--- src/rtl/param_cache_controller.sv ---
`default_nettype none
// ============================================================================
// Module   : param_cache_controller
// Brief    : Two-level direct-mapped cache controller (L1 + L2, one word per
//            line) in front of a handshaked backing memory. Reads allocate
//            into both levels on a full miss; writes are write-through and
//            write-allocate into both levels.
// Revision : 1.0 - initial release
// ============================================================================
module param_cache_controller #(
  parameter int ADDR_W   = 32,
  parameter int DATA_W   = 8,
  parameter int L1_IDX_W = 4,
  parameter int L2_IDX_W = 6,
  parameter int L2_LAT   = 2
) (
  input  logic              clk,
  input  logic              reset,
  input  logic              req,
  input  logic              mode,
  input  logic [ADDR_W-1:0] address,
  input  logic [DATA_W-1:0] data_in,
  output logic              Wait,
  output logic              done,
  output logic              hit1,
  output logic              hit2,
  output logic [DATA_W-1:0] data_out,
  output logic              mem_req,
  output logic              mem_we,
  output logic [ADDR_W-1:0] mem_addr,
  output logic [DATA_W-1:0] mem_wdata,
  input  logic [DATA_W-1:0] mem_rdata,
  input  logic              mem_ack
);

  localparam int C_L1_LINES = 1 << L1_IDX_W;
  localparam int C_L2_LINES = 1 << L2_IDX_W;
  localparam int C_L1_TAG_W = ADDR_W - L1_IDX_W;
  localparam int C_L2_TAG_W = ADDR_W - L2_IDX_W;
  localparam int C_CNT_W    = (L2_LAT > 1) ? $clog2(L2_LAT) : 1;

  typedef enum logic [2:0] {
    IDLE   = 3'd0,
    LOOKUP = 3'd1,
    L2_ACC = 3'd2,
    MEM_RD = 3'd3,
    MEM_WR = 3'd4
  } state_t;

  state_t              state_q;
  logic [ADDR_W-1:0]   addr_q;
  logic                mode_q;
  logic [DATA_W-1:0]   wdata_q;
  logic [C_CNT_W-1:0]  cnt_q;

  logic                done_q;
  logic                hit1_q;
  logic                hit2_q;
  logic [DATA_W-1:0]   data_out_q;
  logic                mem_req_q;
  logic                mem_we_q;
  logic [ADDR_W-1:0]   mem_addr_q;
  logic [DATA_W-1:0]   mem_wdata_q;

  logic [C_L1_LINES-1:0] l1_valid_q;
  logic [C_L1_TAG_W-1:0] l1_tag_q  [C_L1_LINES];
  logic [DATA_W-1:0]     l1_data_q [C_L1_LINES];
  logic [C_L2_LINES-1:0] l2_valid_q;
  logic [C_L2_TAG_W-1:0] l2_tag_q  [C_L2_LINES];
  logic [DATA_W-1:0]     l2_data_q [C_L2_LINES];

  // Index/tag split of the latched request address and the hit decode.
  // The arrays only change when a request completes, so these stay valid
  // (and reflect pre-write presence) for the whole life of a request.
  logic [L1_IDX_W-1:0]   w_l1_idx;
  logic [C_L1_TAG_W-1:0] w_l1_tag;
  logic [L2_IDX_W-1:0]   w_l2_idx;
  logic [C_L2_TAG_W-1:0] w_l2_tag;
  logic                  w_l1_hit;
  logic                  w_l2_hit;

  assign w_l1_idx = addr_q[L1_IDX_W-1:0];
  assign w_l1_tag = addr_q[ADDR_W-1:L1_IDX_W];
  assign w_l2_idx = addr_q[L2_IDX_W-1:0];
  assign w_l2_tag = addr_q[ADDR_W-1:L2_IDX_W];
  assign w_l1_hit = l1_valid_q[w_l1_idx] && (l1_tag_q[w_l1_idx] == w_l1_tag);
  assign w_l2_hit = l2_valid_q[w_l2_idx] && (l2_tag_q[w_l2_idx] == w_l2_tag);

  assign Wait      = (state_q != IDLE);
  assign done      = done_q;
  assign hit1      = hit1_q;
  assign hit2      = hit2_q;
  assign data_out  = data_out_q;
  assign mem_req   = mem_req_q;
  assign mem_we    = mem_we_q;
  assign mem_addr  = mem_addr_q;
  assign mem_wdata = mem_wdata_q;

  // Controller FSM: owns request latching, cache array updates, memory
  // handshake and all registered status outputs.
  always_ff @(posedge clk) begin
    if (reset) begin
      state_q     <= IDLE;
      addr_q      <= '0;
      mode_q      <= 1'b0;
      wdata_q     <= '0;
      cnt_q       <= '0;
      done_q      <= 1'b0;
      hit1_q      <= 1'b0;
      hit2_q      <= 1'b0;
      data_out_q  <= '0;
      mem_req_q   <= 1'b0;
      mem_we_q    <= 1'b0;
      mem_addr_q  <= '0;
      mem_wdata_q <= '0;
      l1_valid_q  <= '0;
      l2_valid_q  <= '0;
    end else begin
      // Status flags are single-cycle pulses; data_out holds.
      done_q <= 1'b0;
      hit1_q <= 1'b0;
      hit2_q <= 1'b0;

      case (state_q)
        IDLE: begin
          if (req) begin
            addr_q  <= address;
            mode_q  <= mode;
            wdata_q <= data_in;
            state_q <= LOOKUP;
          end
        end

        LOOKUP: begin
          if (mode_q) begin
            mem_req_q   <= 1'b1;
            mem_we_q    <= 1'b1;
            mem_addr_q  <= addr_q;
            mem_wdata_q <= wdata_q;
            state_q     <= MEM_WR;
          end else if (w_l1_hit) begin
            done_q     <= 1'b1;
            hit1_q     <= 1'b1;
            hit2_q     <= w_l2_hit;
            data_out_q <= l1_data_q[w_l1_idx];
            state_q    <= IDLE;
          end else if (w_l2_hit) begin
            cnt_q   <= C_CNT_W'(L2_LAT - 1);
            state_q <= L2_ACC;
          end else begin
            mem_req_q  <= 1'b1;
            mem_we_q   <= 1'b0;
            mem_addr_q <= addr_q;
            state_q    <= MEM_RD;
          end
        end

        L2_ACC: begin
          if (cnt_q == '0) begin
            l1_valid_q[w_l1_idx] <= 1'b1;
            l1_tag_q[w_l1_idx]   <= w_l1_tag;
            l1_data_q[w_l1_idx]  <= l2_data_q[w_l2_idx];
            done_q     <= 1'b1;
            hit2_q     <= 1'b1;
            data_out_q <= l2_data_q[w_l2_idx];
            state_q    <= IDLE;
          end else begin
            cnt_q <= cnt_q - C_CNT_W'(1);
          end
        end

        MEM_RD: begin
          if (mem_ack) begin
            mem_req_q            <= 1'b0;
            l1_valid_q[w_l1_idx] <= 1'b1;
            l1_tag_q[w_l1_idx]   <= w_l1_tag;
            l1_data_q[w_l1_idx]  <= mem_rdata;
            l2_valid_q[w_l2_idx] <= 1'b1;
            l2_tag_q[w_l2_idx]   <= w_l2_tag;
            l2_data_q[w_l2_idx]  <= mem_rdata;
            done_q     <= 1'b1;
            data_out_q <= mem_rdata;
            state_q    <= IDLE;
          end
        end

        MEM_WR: begin
          if (mem_ack) begin
            mem_req_q            <= 1'b0;
            mem_we_q             <= 1'b0;
            l1_valid_q[w_l1_idx] <= 1'b1;
            l1_tag_q[w_l1_idx]   <= w_l1_tag;
            l1_data_q[w_l1_idx]  <= wdata_q;
            l2_valid_q[w_l2_idx] <= 1'b1;
            l2_tag_q[w_l2_idx]   <= w_l2_tag;
            l2_data_q[w_l2_idx]  <= wdata_q;
            done_q  <= 1'b1;
            hit1_q  <= w_l1_hit;
            hit2_q  <= w_l2_hit;
            state_q <= IDLE;
          end
        end

        default: state_q <= IDLE;
      endcase
    end
  end

endmodule
`default_nettype wire
--- config.mk ---
export PLATFORM = sky130hd
export DESIGN_NAME = param_cache_controller
export DESIGN_NICKNAME = d
export VERILOG_FILES = /design/src/rtl/param_cache_controller.sv
export SDC_FILE = /design/constraint.sdc
export NUM_CORES = 2
export LEC_CHECK = 0
export CORE_MARGIN = 10
export CORE_UTILIZATION = 65
export DETAILED_ROUTE_END_ITERATION = 8
export PLACE_DENSITY_LB_ADDON = 0.3
export SLEW_MARGIN = 20
export SYNTH_ARGS = -nofsm -noshare
export SYNTH_HDL_FRONTEND = slang
export SYNTH_SLANG_ARGS = --single-unit
--- constraint.sdc ---
create_clock -name clk -period 11.4 [get_ports clk]
set_clock_uncertainty 0.1 [all_clocks]
set_input_delay 3.42 -clock clk [delete_from_list [all_inputs] [get_ports clk]]
set_output_delay 3.42 -clock clk [all_outputs]
set_load 0.01 [all_outputs]
# Word-level counts from Yosys, hierarchy flattened
# Memory sizes are Yosys's and may differ from the RTL's. A register that Yosys moved wholly into a read port is not among the register bits.
# Cells that the tools add are included.
[totals]
mem_bits_rw = 2752
regBits = 178
memories = 4
[classes]
eq_ne = 19
bitwise_logic = 8
addsub = 1
n_reduce_logical = 22
order_cmp = 4
mux = 74
[mem_list]
columns = ["name", "depth", "word_bits", "rd", "rd_ports_with_merged_regs", "write_ports", "line", "rtl"]
rows = [
  ["l2_tag_q", 64, 26, 1, 1, 1, "69", "logic [C_L2_TAG_W-1:0] l2_tag_q [C_L2_LINES];"],
  ["l2_data_q", 64, 8, 1, 1, 1, "70", "logic [DATA_W-1:0] l2_data_q [C_L2_LINES];"],
  ["l1_tag_q", 16, 28, 1, 1, 1, "66", "logic [C_L1_TAG_W-1:0] l1_tag_q [C_L1_LINES];"],
  ["l1_data_q", 16, 8, 1, 1, 1, "67", "logic [DATA_W-1:0] l1_data_q [C_L1_LINES];"],
]
[op_table]
columns = ["operator", "n"]
rows = [
  ["two-way mux 32 bit", 3],
  ["OR 64 bit", 1],
  ["two-way mux 28 bit", 2],
  ["two-way mux 8 bit", 7],
  ["two-way mux 1 bit", 33],
  ["two-way mux 16 bit", 2],
  ["case mux 16 bit (2 select lines)", 1],
  ["equality test 28 bit", 1],
  ["equality test 26 bit", 1],
  ["two-way mux 26 bit", 1],
  ["two-way mux 6 bit", 4],
  ["case mux 8 bit (3 select lines)", 1],
  ["inequality test 2 bit (second input constant)", 10],
  ["two-way mux 4 bit", 4],
  ["OR 16 bit", 1],
  ["two-way mux 3 bit", 4],
  ["case mux 3 bit (4 select lines)", 1],
  ["AND reduction 4 bit", 3],
  ["AND reduction 3 bit", 3],
  ["case mux 1 bit (2 select lines)", 4],
  ["nonzero test 2 bit", 4],
  ["less-than comparator 6 x 7 -> 1 bit (second input constant)", 1],
  ["binary-select mux 1 bit (select 6 bit)", 1],
  ["demux 1 bit (select 6 bit)", 1],
  ["other kinds (20)", 34],
]

# Logic depth before layout (Yosys ltp)
[logic_depth]
depth_word = 7
depth_mapped = 19
depth_no_buf = 10

# Worst setup path after synthesis
# No wires, ideal clock.
[synth_timing]
path_kind = "input-to-reg"
startpoint = "in reset"
endpoint = "mem l1_data_q[11][0], enable pin"
arrival_time_ns = 5.815
setup_ns = 0.429
setup_slack_ns = 5.055
stages = 5
t_required_ns = 10.871
path_cell_list = "clkbuf_1 -> nand2b_1 -> nor2_1 -> nand3_1 -> nor2_1"
[synth_via]
elab_chain_len = 4
word_cells_on_any_way = 8
[synth_lines]
columns = ["item", "line", "rtl"]
rows = [
  ["start, declared", "18", "input logic reset,"],
  ["two-way mux 1 bit", "102", "if (reset) begin"],
  ["two-way mux 1 bit, on equally long branches", "162, 177", ""],
  ["OR 1 bit (no line)", "n/a", ""],
  ["OR 1 bit (no line) *", "n/a", ""],
  ["end, declared", "67", ""],
]
# Mark *: on every way between the ends. The rest lies on a longest branch, timed or not.

==> metrics.yaml <==
synthesis:
  ys_warn_count: 0
  synthMuxAreaShare: 0.1566
  synth_compound_area_frac: 0.03875
  syn_area_um2: 115400
  post_synth.cell_area_avg_um2: 19.89
  synthFlopType: "edfxtp_1"
  ys_top_cells_by_area: "edfxtp_1, mux4_2, dfxtp_1"
  synth-async-reset-ratio: 0
  ys_ff_latch: 2936
  synth_edf_count: 2752
  ys_seq_area_frac: 0.7477
  synth_fp_nets: 5857
  synthXorXnorAreaFrac: 0.003262
  synthAdderAreaFrac: 0
  yosysUniqueCellTypes: 92
  synth_simple_gate_area_share: 0.03062
  yosysMostFrequentCell: "edfxtp_1"
  synth_cells: 5804
  synthTopCellsByCount: "edfxtp_1, mux4_2, mux2i_1"
  synth.top_cell.area_share: 0.7158
  synth_top_cell_by_area: "edfxtp_1"
  synth_top_family_by_area: "multiplexers"
routing:
  avgRoutedWirePerCell_um: 38.72
  dr_total_vias: 63670
  postRouteAntennaNets: 0
  drc: 0
  drt_iter0_markers: 11380
  firstDrtPassIters: 9
  finalWirelength_mm: 333.8
  viasPerCell: 7.386
clocking:
  clockBufferDepth: 4
  htreeDepth: 5
  cts_tree: "built"
  clkSlewWorstSetupHoldPaths_ns: 0.06
  ctsHoldBuffers: 0
  clk_latency_ns: 0.94
  cts_buffers: 292
  cts_setup_buffers: 0
  root_buffer: "clkbuf_16"
  postCtsResizedCells: 0
  clock-sinks: 2936
worst_hold_path:
  worstHoldEndpoint: "mem_wdata[3]$_SDFFE_PP0P_"
  hold_depth: 2
  min_from: "mem_wdata[3]$_SDFFE_PP0P_"
  hold_class: "reg -> reg"
flow_run:
  max-cap-violations: 0
timing:
  worstMarginPinSlew_ns: 1.170
  hold_slack_ns: 0.3589
  finalHoldViolCount: 0
  fmax_ghz: 0.1472
  setup_viol: 0
  finalWorstSetupSlack_ns: 4.608
  layout_min_cycle_time_ns: 6.792
  rsz0062_at_grt: "false"
  fin_tns_setup_ns: 0
  maxSlewViolCount: 0
  finalCritPeriodShare: 0.5958
  slew_headroom: 0.2169
placement:
  io_buffer_count: 106
  gp_congestion: 0.9567
  place_hpwl_mm: 187.6
  place_ws_ns: 4.578
global_route:
  grt_usage: 0.3445
  grt_remaining_overflow: 0
  grt_pass1_vias: 62580
  antenna_found_initial: 22
  grt_max_degree: 131
  grt_pass1_wl_mm: 470.9
die:
  num_io_pins: 107
  die_y_um: 441.4
  die_w_um: 441.4
  rows: 154
  initial_core_util: 0.6548
  die-area_um2: 194900
  core_um2: 176300
worst_setup_path:
  criticalPathCategory: "reg -> reg"
  critPathLaunchType: "flip-flop"
  worstPathRequired_ns: 12.04
  reg2reg_depth: 13
  end_kind: "flip-flop"
  cp_max_fo: 47
  rr_endpoint: "mem_addr[17]$_SDFFE_PP0P_"
  ff2ff_setup_slack_ns: 4.61
  critical_path_arrival_ns: 7.44
cells_and_area:
  final_nets: 6125
  drive_gt1_frac: 0.2275
  final_util: 0.7291
  area_growth_pct: 11.34
pwr:
  power_leakage_nw: 39.44
  ir_worst_vdd_v: 0.0001961
  power_mw: 22.98
  power_per_cell_area_nw_per_um2: 178.8
outcome:
  status: "completed"
worst max path at each step:
| stage | startpoint | to | slack [ns] | cells after the start |
|---|---|---|---|---|
| after floorplan | reset | l1_data_q[11][0]$_DFFE_PP_ | 5.06 | 5 |
| after global placement | mem_ack | l2_tag_q[15][13]$_DFFE_PP_ | 4.66 | 5 |
| after detailed placement | reset | l2_tag_q[15][13]$_DFFE_PP_ | 4.58 | 6 |
| after CTS | flip-flop | mem_addr[1]$_SDFFE_PP0P_ | 4.60 | 13 |
| after global routing | flip-flop | mem_addr[10]$_SDFFE_PP0P_ | 4.35 | 13 |
| final | flip-flop | mem_addr[17]$_SDFFE_PP0P_ | 4.61 | 13 |
where the power goes:
| group | switching [mW] | total, mW | internal, mW |
|---|---|---|---|
| logic | 1.22 | 1.83 | 0.610 |
| registers | 0.0817 | 12.0 | 11.9 |
| clock network | 3.94 | 9.17 | 5.24 |
| total | 5.24 | 23.0 | 17.7 |
cell usage in the layout, fill, tap and decap left out, types with 101 or more instances in the layout:
cell type,instances
a22oi_1,128
nand2_1,237
dfxtp_1,151
mux4_2,625
mux2i_1,363
a21oi_1,115
buf_4,210
clkbuf_16,301
inv_1,101
edfxtp_1,2752
o22ai_1,121
clkdlybuf4s50_1,105
cell families after synthesis:
family,after synthesis
compound gates,624
buf+inv,455
flops,2936
xor+xnor,43
mux,1013
simple gates,733
critical path: stages, from the launching register on:
cell      delay [ns]
dfxtp_4         0.92
buf_4           0.73
buf_4           0.82
mux4_2          0.60
a22oi_1         0.24
nand2_1         0.13
xnor2_1         0.16
o21ai_0         0.77
o2111a_1        0.29
nor4b_2         0.22
and4_1          0.29
buf_4           0.43
a22o_4          0.55
o22ai_2         0.13
sequential cells by signal, summed over array words and instances (netlist names), 3 cells and up, named ones only:
register,flops
addr_q,32
data_out,8
l1_data_q,128
l1_tag_q,448
l1_valid_q,16
l2_data_q,512
l2_tag_q,1664
l2_valid_q,64
mem_addr,32
mem_wdata,8
state_q,3
wdata_q,8
metrics by stage:
stage,area [um^2],instances
2_1_floorplan,115400,5804
3_3_place_gp,119600,8118
3_5_place_dp,119600,8118
4_1_cts,128500,8613
5_1_grt,128500,8614
6_report,128500,8620
per-layer routing:
layer | GRT usage | vias to the layer above | share of wire | wire (um)
met5 | 0 | - | 0.00035 | 118
met3 | 0.1138 | 1210 | 0.15 | 51590
met1 | 0.4536 | 32350 | 0.32 | 107700
met2 | 0.5231 | 5730 | 0.46 | 153300
li1 | - | 24360 | - | -
met4 | 0.1712 | 20 | 0.063 | 21080
cell type report:
class | count | area [um^2]
inverters | 108 | 412.9
clock buffers | 372 | 7819
diodes | 7 | 17.52
repair buffers | 321 | 2739
well taps | 2340 | 2928
multi-input cells | 2413 | 27210
clock inverters | 123 | 1041
fillers | 9688 | 47760
flip-flops and latches | 2936 | 86380
No activity file was read; power rests on OpenSTA's default activity.
